**src/rtl/instr_fetch_unit.sv**
```systemverilog
// Instruction fetch unit: issues word fetches, buffers returned words with their PCs,
// and discards in-flight results after a redirect.
module instr_fetch_unit #(
   parameter logic [31:0] RESET_PC = 32'h0000_0000,
   parameter int unsigned DEPTH    = 4
) (
   input  logic        clk_i,
   input  logic        rst_i,
   output logic        mem_req_o,
   output logic [31:0] mem_addr_o,
   input  logic        mem_ack_i,
   input  logic [31:0] mem_rdata_i,
   input  logic        redirect_i,
   input  logic [31:0] redirect_pc_i,
   output logic        instr_valid_o,
   input  logic        instr_ready_i,
   output logic [31:0] instr_o,
   output logic [31:0] pc_o,
   output logic [31:0] pc_plus4_o,
   output logic [1:0]  dbg_state
);

   localparam int unsigned AW = (DEPTH > 1) ? $clog2(DEPTH) : 1;
   localparam int unsigned CW = AW + 1;
   localparam logic [31:0] RESET_PC_ALIGNED = {RESET_PC[31:2], 2'b00};

   typedef enum logic [1:0] {
      IDLE  = 2'd0,
      WAIT  = 2'd1,
      STALE = 2'd2
   } state_t;

   state_t        state_q, state_d;
   logic [31:0]   fetch_pc_q, fetch_pc_d;
   logic [31:0]   addr_q, addr_d;
   logic [31:0]   buf_instr [DEPTH];
   logic [31:0]   buf_pc    [DEPTH];
   logic [AW-1:0] rd_ptr_q, wr_ptr_q;
   logic [CW-1:0] count_q, count_after;
   logic [31:0]   target_pc;
   logic          push, pop, has_room;
   logic          unused_pc_bits;

   assign target_pc      = {redirect_pc_i[31:2], 2'b00};
   assign unused_pc_bits = ^redirect_pc_i[1:0];

   // Handshakes: a memory transfer is mem_req_o & mem_ack_i (acks without a request
   // are ignored); a decode transfer is instr_valid_o & instr_ready_i and pops the head.
   assign mem_req_o     = (state_q == WAIT) || (state_q == STALE);
   assign mem_addr_o    = addr_q;
   assign instr_valid_o = (count_q != '0);
   assign dbg_state     = state_q;

   assign push = (state_q == WAIT) && mem_ack_i && !redirect_i;
   assign pop  = instr_valid_o && instr_ready_i;

   // Credit: a new request only goes out if the word it returns is guaranteed a slot.
   assign count_after = count_q + CW'(push) - CW'(pop);
   assign has_room    = redirect_i || (count_after < CW'(DEPTH));

   always_comb begin
      state_d    = state_q;
      addr_d     = addr_q;
      fetch_pc_d = fetch_pc_q;
      if (redirect_i) begin
         fetch_pc_d = target_pc;
      end
      case (state_q)
         IDLE: begin
            if (redirect_i) begin
               state_d = WAIT;
               addr_d  = target_pc;
            end else if (has_room) begin
               state_d = WAIT;
               addr_d  = fetch_pc_q;
            end
         end
         WAIT: begin
            if (mem_ack_i) begin
               if (redirect_i) begin
                  state_d = WAIT;
                  addr_d  = target_pc;
               end else begin
                  fetch_pc_d = fetch_pc_q + 32'd4;
                  if (has_room) begin
                     state_d = WAIT;
                     addr_d  = fetch_pc_q + 32'd4;
                  end else begin
                     state_d = IDLE;
                  end
               end
            end else if (redirect_i) begin
               state_d = STALE;
            end
         end
         STALE: begin
            // The returning word belongs to the old path; restart once it is gone.
            if (mem_ack_i) begin
               if (redirect_i) begin
                  state_d = WAIT;
                  addr_d  = target_pc;
               end else if (has_room) begin
                  state_d = WAIT;
                  addr_d  = fetch_pc_q;
               end else begin
                  state_d = IDLE;
               end
            end
         end
         default: begin
            state_d = IDLE;
         end
      endcase
   end

   always_ff @(posedge clk_i) begin
      if (rst_i) begin
         state_q    <= IDLE;
         fetch_pc_q <= RESET_PC_ALIGNED;
         addr_q     <= RESET_PC_ALIGNED;
      end else begin
         state_q    <= state_d;
         fetch_pc_q <= fetch_pc_d;
         addr_q     <= addr_d;
      end
   end

   always_ff @(posedge clk_i) begin
      if (rst_i || redirect_i) begin
         rd_ptr_q <= '0;
         wr_ptr_q <= '0;
         count_q  <= '0;
      end else begin
         if (push) begin
            wr_ptr_q <= wr_ptr_q + AW'(1);
         end
         if (pop) begin
            rd_ptr_q <= rd_ptr_q + AW'(1);
         end
         count_q <= count_after;
      end
   end

   always_ff @(posedge clk_i) begin
      if (!rst_i && push) begin
         buf_instr[wr_ptr_q] <= mem_rdata_i;
         buf_pc[wr_ptr_q]    <= addr_q;
      end
   end

   assign instr_o    = instr_valid_o ? buf_instr[rd_ptr_q] : 32'd0;
   assign pc_o       = instr_valid_o ? buf_pc[rd_ptr_q] : 32'd0;
   assign pc_plus4_o = instr_valid_o ? (buf_pc[rd_ptr_q] + 32'd4) : 32'd0;

endmodule

```
**config.mk**
```make
export PLATFORM = sky130hd
export DESIGN_NAME = instr_fetch_unit
export DESIGN_NICKNAME = d
export VERILOG_FILES = /design/src/rtl/instr_fetch_unit.sv
export SDC_FILE = /design/constraint.sdc
export NUM_CORES = 1
export LEC_CHECK = 0
export BUFFER_PORTS_ARGS = -buffer_cell sky130_fd_sc_hd__buf_2
export CORE_MARGIN = 2
export CORE_UTILIZATION = 50
export CTS_BUF_LIST = sky130_fd_sc_hd__clkbuf_4 sky130_fd_sc_hd__clkbuf_8
export DETAILED_ROUTE_END_ITERATION = 16
export PLACE_DENSITY = 0.76
export SLEW_MARGIN = 20
export SYNTH_ARGS = -nofsm -noshare
export SYNTH_HDL_FRONTEND = slang
export SYNTH_SLANG_ARGS = --single-unit
```
**constraint.sdc**
```tcl
create_clock -name clk_i -period 4.07 [get_ports clk_i]
set_input_delay 0.407 -clock clk_i [delete_from_list [all_inputs] [get_ports clk_i]]
set_output_delay 0.407 -clock clk_i [all_outputs]
set_load 0.01 [all_outputs]
```
---- Word level (Yosys, flattened, before mapping) ----
Memories as Yosys holds them, arrays and structs flattened. A register that Yosys moved wholly into a read port is not among the register bits.
Cells that the tools add are included.
storage, ports and cells
  memories kept ........................... 2
  logic and storage cells ................. 64
  bits in registers ....................... 73
  RAM bits ................................ 256
  input port bits ......................... 69
  output and inout bits ................... 132
memory list
  name       words  bits a word  read ports  clocked after Yosys merged registers in  wr ports  line  text
  buf_instr  4      32           1           1                                        1         36    logic [31:0] buf_instr [DEPTH];
  buf_pc     4      32           1           1                                        1         37    logic [31:0] buf_pc [DEPTH];
cells by class
  $add $sub $neg .......................... 6
  eq/ne operators ......................... 7
  multiplexer cells ....................... 28
  reduce and logical (&&, ||, !) cells .... 14
  $lt $le $gt $ge ......................... 1
operator list
  operator                                              number
  two-way mux 32 bit                                    13
  case mux 32 bit (3 select lines)                      1
  adder 32 x 3 -> 32 bit (second input constant)        2
  two-way mux 2 bit                                     10
  inequality test 3 bit (second input constant)         3
  case mux 2 bit (3 select lines)                       1
  nonzero test 3 bit                                    2
  adder 2 x 1 -> 2 bit (second input constant)          2
  logical AND 1 bit                                     4
  inequality test 2 bit (second input constant)         2
  AND reduction 4 bit                                   1
  adder 3 x 1 -> 3 bit                                  1
  logical OR 1 bit                                      3
  < comparator 3 bit (second input constant)            1
  two-way mux 1 bit                                     3
  AND reduction 3 bit                                   1
  subtractor 3 x 1 -> 3 bit                             1
  equality test 2 x 1 -> 1 bit (second input constant)  1
  equality test 2 bit (second input constant)           1
  logical NOT 1 bit                                     2
  logical NOT 2 bit                                     1

---- Longest topological paths before layout ----
Gate-level depths: netlist of the first run.
  word-level depth ........................ 11
  mapped depth ............................ 16
  gate-level depth less buffers ........... 13

---- Worst setup path after synthesis of the first run ----
Ideal clock, no wire load.
  kind .................................... input-to-reg
  start point ............................. in redirect_i
  end point ............................... reg addr_q[25], in the netlist mem_addr_o[25]
  arrival ................................. 4.114 ns
  cell stages on the path ................. 15
  setup time .............................. 0.101 ns
  setup slack ............................. -0.145 ns
  path buffers ............................ 6
  required time ........................... 3.969 ns
  cell sequence ........................... clkbuf_1 -> buf_1 -> clkbuf_1 -> clkbuf_1 -> nand2b_1 -> ha_1 -> inv_1 -> ha_1 -> fa_1 -> xor3_1 -> o311ai_1 -> clkbuf_1 -> clkbuf_1 -> nand3b_1 -> o41ai_1
between the ends
  cells in the longest elaborated chain, start to end .. 10
  elaborated cells between the ends (all ways) .. 14
  classes of those cells .................. 2 x add/sub; 1 x order compare; 1 x eq/ne; 6 x mux; 4 x reduce/logical
RTL lines
  element                           line  text
  start: declaration                13    input logic redirect_i,
  logical NOT 1 bit                 54    assign push = (state_q == WAIT) && mem_ack_i && !redirect_i;
  logical AND 1 bit                 54
  adder 3 x 1 -> 3 bit              58    assign count_after = count_q + CW'(push) - CW'(pop);
  subtractor 3 x 1 -> 3 bit         58
  < comparator 3 bit                59    assign has_room = redirect_i || (count_after < CW'(DEPTH));
  logical OR 1 bit                  59
  two-way mux 32 bit                -
  two-way mux 32 bit                99    if (redirect_i) begin
  two-way mux 32 bit                98    if (mem_ack_i) begin
  case mux 32 bit (3 select lines)  68    case (state_q)
  end signal: assignment            124   addr_q <= addr_d;
  end: declaration                  35    logic [31:0] addr_q, addr_d;
Several ways; a longest one is shown, not always the timed one. The select of a mux whose other input is x is not followed.
A chain may end at the register's enable or synchronous reset.

==> results.yml, run 1 <==
global_route:
  grt_pass1_wl_um: 50400
  antenna_found_initial: 2
  grt_max_degree: 75
  grt_usage: 0.210
  grt_pass1_vias: 9038
  grt-ovfl-total: 0
timing:
  timing.slew.headroom: 0.468
  setup_viol_count_final: 0
  hold_violations: 0
  rsz0062_at_grt: "no"
  setup_slack_ns: 0.193
  timing.final.crit_period_ns: 3.88
  max_freq_mhz: 258
  tightest_slew_ns: 0.799
  fin_setup_tns_ns: 0
  finalMaxSlewViolations: 0
  clock_skew_ns: 0.0259
  period_share: 0.953
cells_and_area:
  final_area_um2: 17100
  layoutNonFillerInstCount: 1657
  drive_gt1_frac: 0.302
  final_common_cell: "edfxtp_1"
  nNetsFinal: 1315
  syn_to_final_growth_pct: 16.5
  diodes: 0
  mostFrequentLayoutCells: "edfxtp_1, buf_2, and2_1"
detailed_routing:
  detail_route.vias_per_cell: 5.75
  vias: 9528
  routedWlPerCell_um: 19.8
  route.detailed.drc: 0
  routed_wl_um: 32800
  first_iter_violations: 857
  firstDrtPassIters: 5
  ant_nets: 0
floorplan:
  dieArea_um2: 30700
  ios: 201
  initial_core_util: 0.510
  coreArea_um2: 28800
  row_count: 62
  dieHeight_um: 175
  die_w_um: 175
place:
  placed_area_um2: 16100
  place.detailed.hpwl_um: 21800
  io_buffers: 198
  gp_congestion: 0.908
  placed_cells: 1563
  pre_cts_ws_ns: 0.534
critical_path:
  arrival_ns: 3.47
  r2r_start: "dbg_state[1]"
  end_kind: "primary output"
  critPathRequiredTime_ns: 3.66
  cp-endpoint: "pc_plus4_o[29]"
  path_class: "reg -> out"
  rr_endpoint: "mem_addr_o[30]"
  path_max_fanout: 26
  reg2reg_depth: 13
  cp-start-kind: "flop"
  reg2reg_slack_ns: 0.52
cts:
  cts_resized: 0
  postCtsSetupBuffers: 0
  clockRootBuffer: "clkbuf_8"
  insertion_delay_ns: 0.58
  cts_hold_buf: 0
  htreeDepth: 2
  clk_pin_slew_ns: 0.06
  cts_num_sinks: 331
  cts_tree: "yes"
  clockBufferDepth: 3
  cts_buffers: 52
power:
  leakagePower_nw: 6.26
  p_per_area_nw_per_um2: 424
  ir_drop_mv: 0.233
synth:
  syn_nets: 1110
  ys_seq_area_frac: 0.626
  synth_ff_type: "edfxtp_1"
  synth_edf_count: 256
  avgSynthCellArea_um2: 14.3
  postSynthCellCount: 1028
  synth.distinct_cells: 70
  ys_warn_count: 0
  synth_area_um2: 14700
  ys_ff_latch: 331
  ys_async_sr_fraction: 0
min_path:
  hp-class: "in -> reg"
job:
  max_cap_viol_count: 0
run_status:
  status: "complete, no violations"
==> worst min path at each step <==
stage	start	endpoint	slack, ns	cells past startpoint
3_5_place_dp	fetch_pc_q[0]	fetch_pc_q[0]	0.45	1
6_report	mem_rdata_i[28]	buf_instr[0][28]	0.05	1
4_1_cts	mem_rdata_i[30]	buf_instr[1][30]	0.02	1
3_3_place_gp	fetch_pc_q[1]	fetch_pc_q[1]	0.44	1
5_1_grt	mem_rdata_i[30]	buf_instr[1][30]	0.03	1
2_1_floorplan	fetch_pc_q[1]	fetch_pc_q[1]	0.43	1
==> layout make-up <==
type                       count  area, um2
fill                        2220      11700
sequential                   331       9190
multi-input combinational    608       5090
timing repair buffer         219       1220
clock buffer                  67        841
tap                          384        480
clock inverter                27        174
inverter                      21       78.8
==> cells in the mapped netlist, types with 17 or more instances <==
cell type | number | area (um2)
inv_1 | 21 | 78.8
nand3_1 | 19 | 95.1
mux2_2 | 25 | 282
dfxtp_1 | 75 | 1500
edfxtp_1 | 256 | 7690
nor3_1 | 29 | 145
a21oi_1 | 45 | 225
and2_1 | 74 | 463
o21ai_0 | 19 | 95.1
clkbuf_1 | 50 | 188
mux4_2 | 48 | 1080
nand2_1 | 58 | 218
xnor2_1 | 17 | 149
nor2_1 | 58 | 218
==> cell families (layout without fill, tap and decap cells) <==
kind of cell	Yosys count	after routing	synth area share
AO/OA/AOI/OAI	124	124	0.0556
XOR/XNOR	25	25	0.0159
adder cells (fa/ha/maj)	13	13	0.0116
buffers and inverters	89	334	0.0284
flip-flops	331	331	0.626
multiplexers	108	108	0.135
AND/OR/NAND/NOR	338	338	0.127
==> report_power, final <==
| part | leakage [nW] | internal [mW] | switching [mW] |
|---|---|---|---|
| clock | 0.529 | 1.48 | 1.24 |
| sequential | 2.96 | 3.75 | 0.113 |
| combinational | 2.77 | 0.276 | 0.382 |
==> critical path, cell delays in order (launching register included) <==
cell	delay [ns]
dfxtp_2	0.60
buf_4	0.44
mux4_2	0.37
nand4_1	0.25
or3b_1	0.48
nor3_1	0.25
mux2_1	0.35
buf_2	0.14
==> metal layers <==
metal / GRT usage / share of wire / vias to the layer above
li1: - / - / 4380
met1: 0.310 / 0.45 / 4699
met2: 0.324 / 0.46 / 390
met3: 0.0372 / 0.078 / 55
met4: 0.0573 / 0.018 / 4
met5: 0 / 0.00082 / -
==> state kept, by name, indices dropped and copies added (netlist names), named ones only <==
register and cells:
dbg_state 2, wr_ptr_q 2, count_q 3, mem_addr_o 32, rd_ptr_q 2, buf_instr 128, buf_pc 128, fetch_pc_q 32
==> stage by stage <==
step,hold WS [ns],util,power [mW]
global placement,0.444,0.558,4.56
global route,0.0317,0.594,7.51
finish,0.0502,0.594,7.24
floorplan,0.429,-,4.29
detailed placement,0.445,0.558,4.59
CTS,0.0164,0.594,7.30
(Power assumes the default switching activity.)
==> inputs of run 2 (changes only) <==
--- a/config.mk
+++ b/config.mk
@@ -6,12 +6,11 @@
 export NUM_CORES = 1
 export LEC_CHECK = 0
 export BUFFER_PORTS_ARGS = -buffer_cell sky130_fd_sc_hd__buf_2
-export CORE_MARGIN = 2
+export CORE_MARGIN = 10
 export CORE_UTILIZATION = 50
 export CTS_BUF_LIST = sky130_fd_sc_hd__clkbuf_4 sky130_fd_sc_hd__clkbuf_8
 export DETAILED_ROUTE_END_ITERATION = 16
 export PLACE_DENSITY = 0.76
-export SLEW_MARGIN = 20
 export SYNTH_ARGS = -nofsm -noshare
 export SYNTH_HDL_FRONTEND = slang
 export SYNTH_SLANG_ARGS = --single-unit
==> run 2 against run 1 <==
Maximum frequency rose by 0.95%. Critical path depth unchanged. Largest power group unchanged. Wire length rose by 5.2%. Via count down 1.1%. Sequential share of layout area down 0.055 points. Sequential cell count did not move.
==> results.yml, run 2 (synthesis results as in run 1) <==
floorplan:
  row_count: 62
  ios: 201
  dieHeight_um: 191
  coreArea_um2: 28900
  die_w_um: 191
  dieArea_um2: 36600
  initial_core_util: 0.508
global_route:
  grt_pass1_vias: 9406
  grt-ovfl-total: 0
  antenna_found_initial: 2
  grt_max_degree: 75
  grt_usage: 0.186
  grt_pass1_wl_um: 53600
detailed_routing:
  vias: 9420
  detail_route.vias_per_cell: 5.67
  ant_nets: 0
  routedWlPerCell_um: 20.8
  first_iter_violations: 789
  firstDrtPassIters: 6
  route.detailed.drc: 0
  routed_wl_um: 34500
critical_path:
  end_kind: "primary output"
  arrival_ns: 3.43
  cpLargestDelayFamily: "simple AND/OR/NAND/NOR gates"
  path_cells: "buf_4, mux4_2, nand4_1, or3b_1, nor3_1, mux2_1, buf_2"
  crit_buf_inv: 2
  critical-path-slowest-cell: "dfxtp_2"
  critPathRequiredTime_ns: 3.66
  path_max_fanout: 29
  slowest_delay_ns: 0.55
  path_class: "reg -> out"
  cp-start-kind: "flop"
cts:
  cts_resized: 0
  clockRootBuffer: "clkbuf_8"
  cts_tree: "yes"
  clockBufferDepth: 3
  postCtsSetupBuffers: 0
  htreeDepth: 2
  insertion_delay_ns: 0.57
  cts_hold_buf: 0
  cts_buffers: 52
  clk_pin_slew_ns: 0.06
  cts_num_sinks: 331
cells_and_area:
  drive_gt1_frac: 0.309
  syn_to_final_growth_pct: 16.6
  nNetsFinal: 1316
  final_util: 0.593
  top_regs: "buf_instr x128, buf_pc x128"
  nFillCells: 2327
  mostFrequentLayoutCells: "edfxtp_1, buf_2, and2_1"
  layoutNonFillerInstCount: 1660
  regArea_um2: 9190
  multi_input_area_um2: 5090
  final_common_cell: "edfxtp_1"
timing:
  rsz0062_at_grt: "no"
  clock_skew_ns: 0.0182
  timing.slew.headroom: 0.382
  hold_violations: 0
  finalMaxSlewViolations: 0
  tightest_slew_ns: 0.926
  setup_viol_count_final: 0
  period_share: 0.944
  timing.final.crit_period_ns: 3.84
  max_freq_mhz: 260
  fin_hold_ws_ns: 0.0517
  fin_setup_tns_ns: 0
power:
  fin_total_pwr_mw: 7.32
  ir_drop_mv: 0.223
  p_per_area_nw_per_um2: 428
  leakagePower_nw: 6.27
place:
  gp_congestion: 0.888
  placed_cells: 1564
  place.detailed.hpwl_um: 23300
  io_buffers: 198
job:
  max_cap_viol_count: 0
min_path:
  hp-class: "in -> reg"
run_status:
  status: "complete, no violations"
[run 2: changes by cell type in the layout (fill, tap and decap cells not counted), sizes merged]
cell and change:
clkinv -4, bufinv +1, inv -2, diode +3
buf +1, clkbuf +4
[run 2: report_power, final]
part	total (mW)	internal (mW)	switching, mW
combinational	0.658	0.274	0.384
clock	2.80	1.57	1.24
sequential	3.86	3.75	0.112
[run 2: final cells by class]
class / count / area share
antenna: 3 / 0.000439
clock buffer: 71 / 0.0506
clock inverter: 22 / 0.0104
inverter: 21 / 0.00461
multi-input combinational: 608 / 0.298
sequential: 331 / 0.538
tap: 384 / 0.0281
timing repair buffer: 220 / 0.0705
[run 2: worst paths after layout]
check | start | end | slack [ns] | cells past startpoint
min reg2reg | fetch_pc_q[1] | fetch_pc_q[1] | 0.47 | 1
max | flop | pc_plus4_o[29] | 0.23 | 7
max reg2reg | dbg_state[1] | mem_addr_o[8] | 0.34 | 12
min | mem_rdata_i[23] | buf_instr[0][23] | 0.05 | 1
[run 2: per-layer routing]
| metal | track usage | part of all wire |
|---|---|---|
| met5 | 0 | 0 |
| met4 | 0.0454 | 0.016 |
| met3 | 0.0463 | 0.091 |
| met2 | 0.285 | 0.46 |
| met1 | 0.263 | 0.44 |
[run 2: metrics by stage]
| step | setup WS, ns | area, um2 |
|---|---|---|
| finish | 0.229 | 17100 |
| global route | 0.0203 | 17100 |
| CTS | 0.151 | 17100 |
| detailed placement | 0.354 | 16100 |
| global placement | 0.445 | 16100 |
| floorplan | 0.0425 | 14700 |
[run 2: worst reg2reg max path, cell delays in order, from the launching register on]
cell and delay, ns:
dfxtp_1 0.36, inv_1 0.12, ha_1 0.17, and2_1 0.15
nand2b_1 0.10, ha_1 0.29, inv_1 0.03, ha_1 0.18
fa_1 0.36, xor3_1 0.58, o311a_1 0.83, o311ai_0 0.29
a21oi_1 0.18
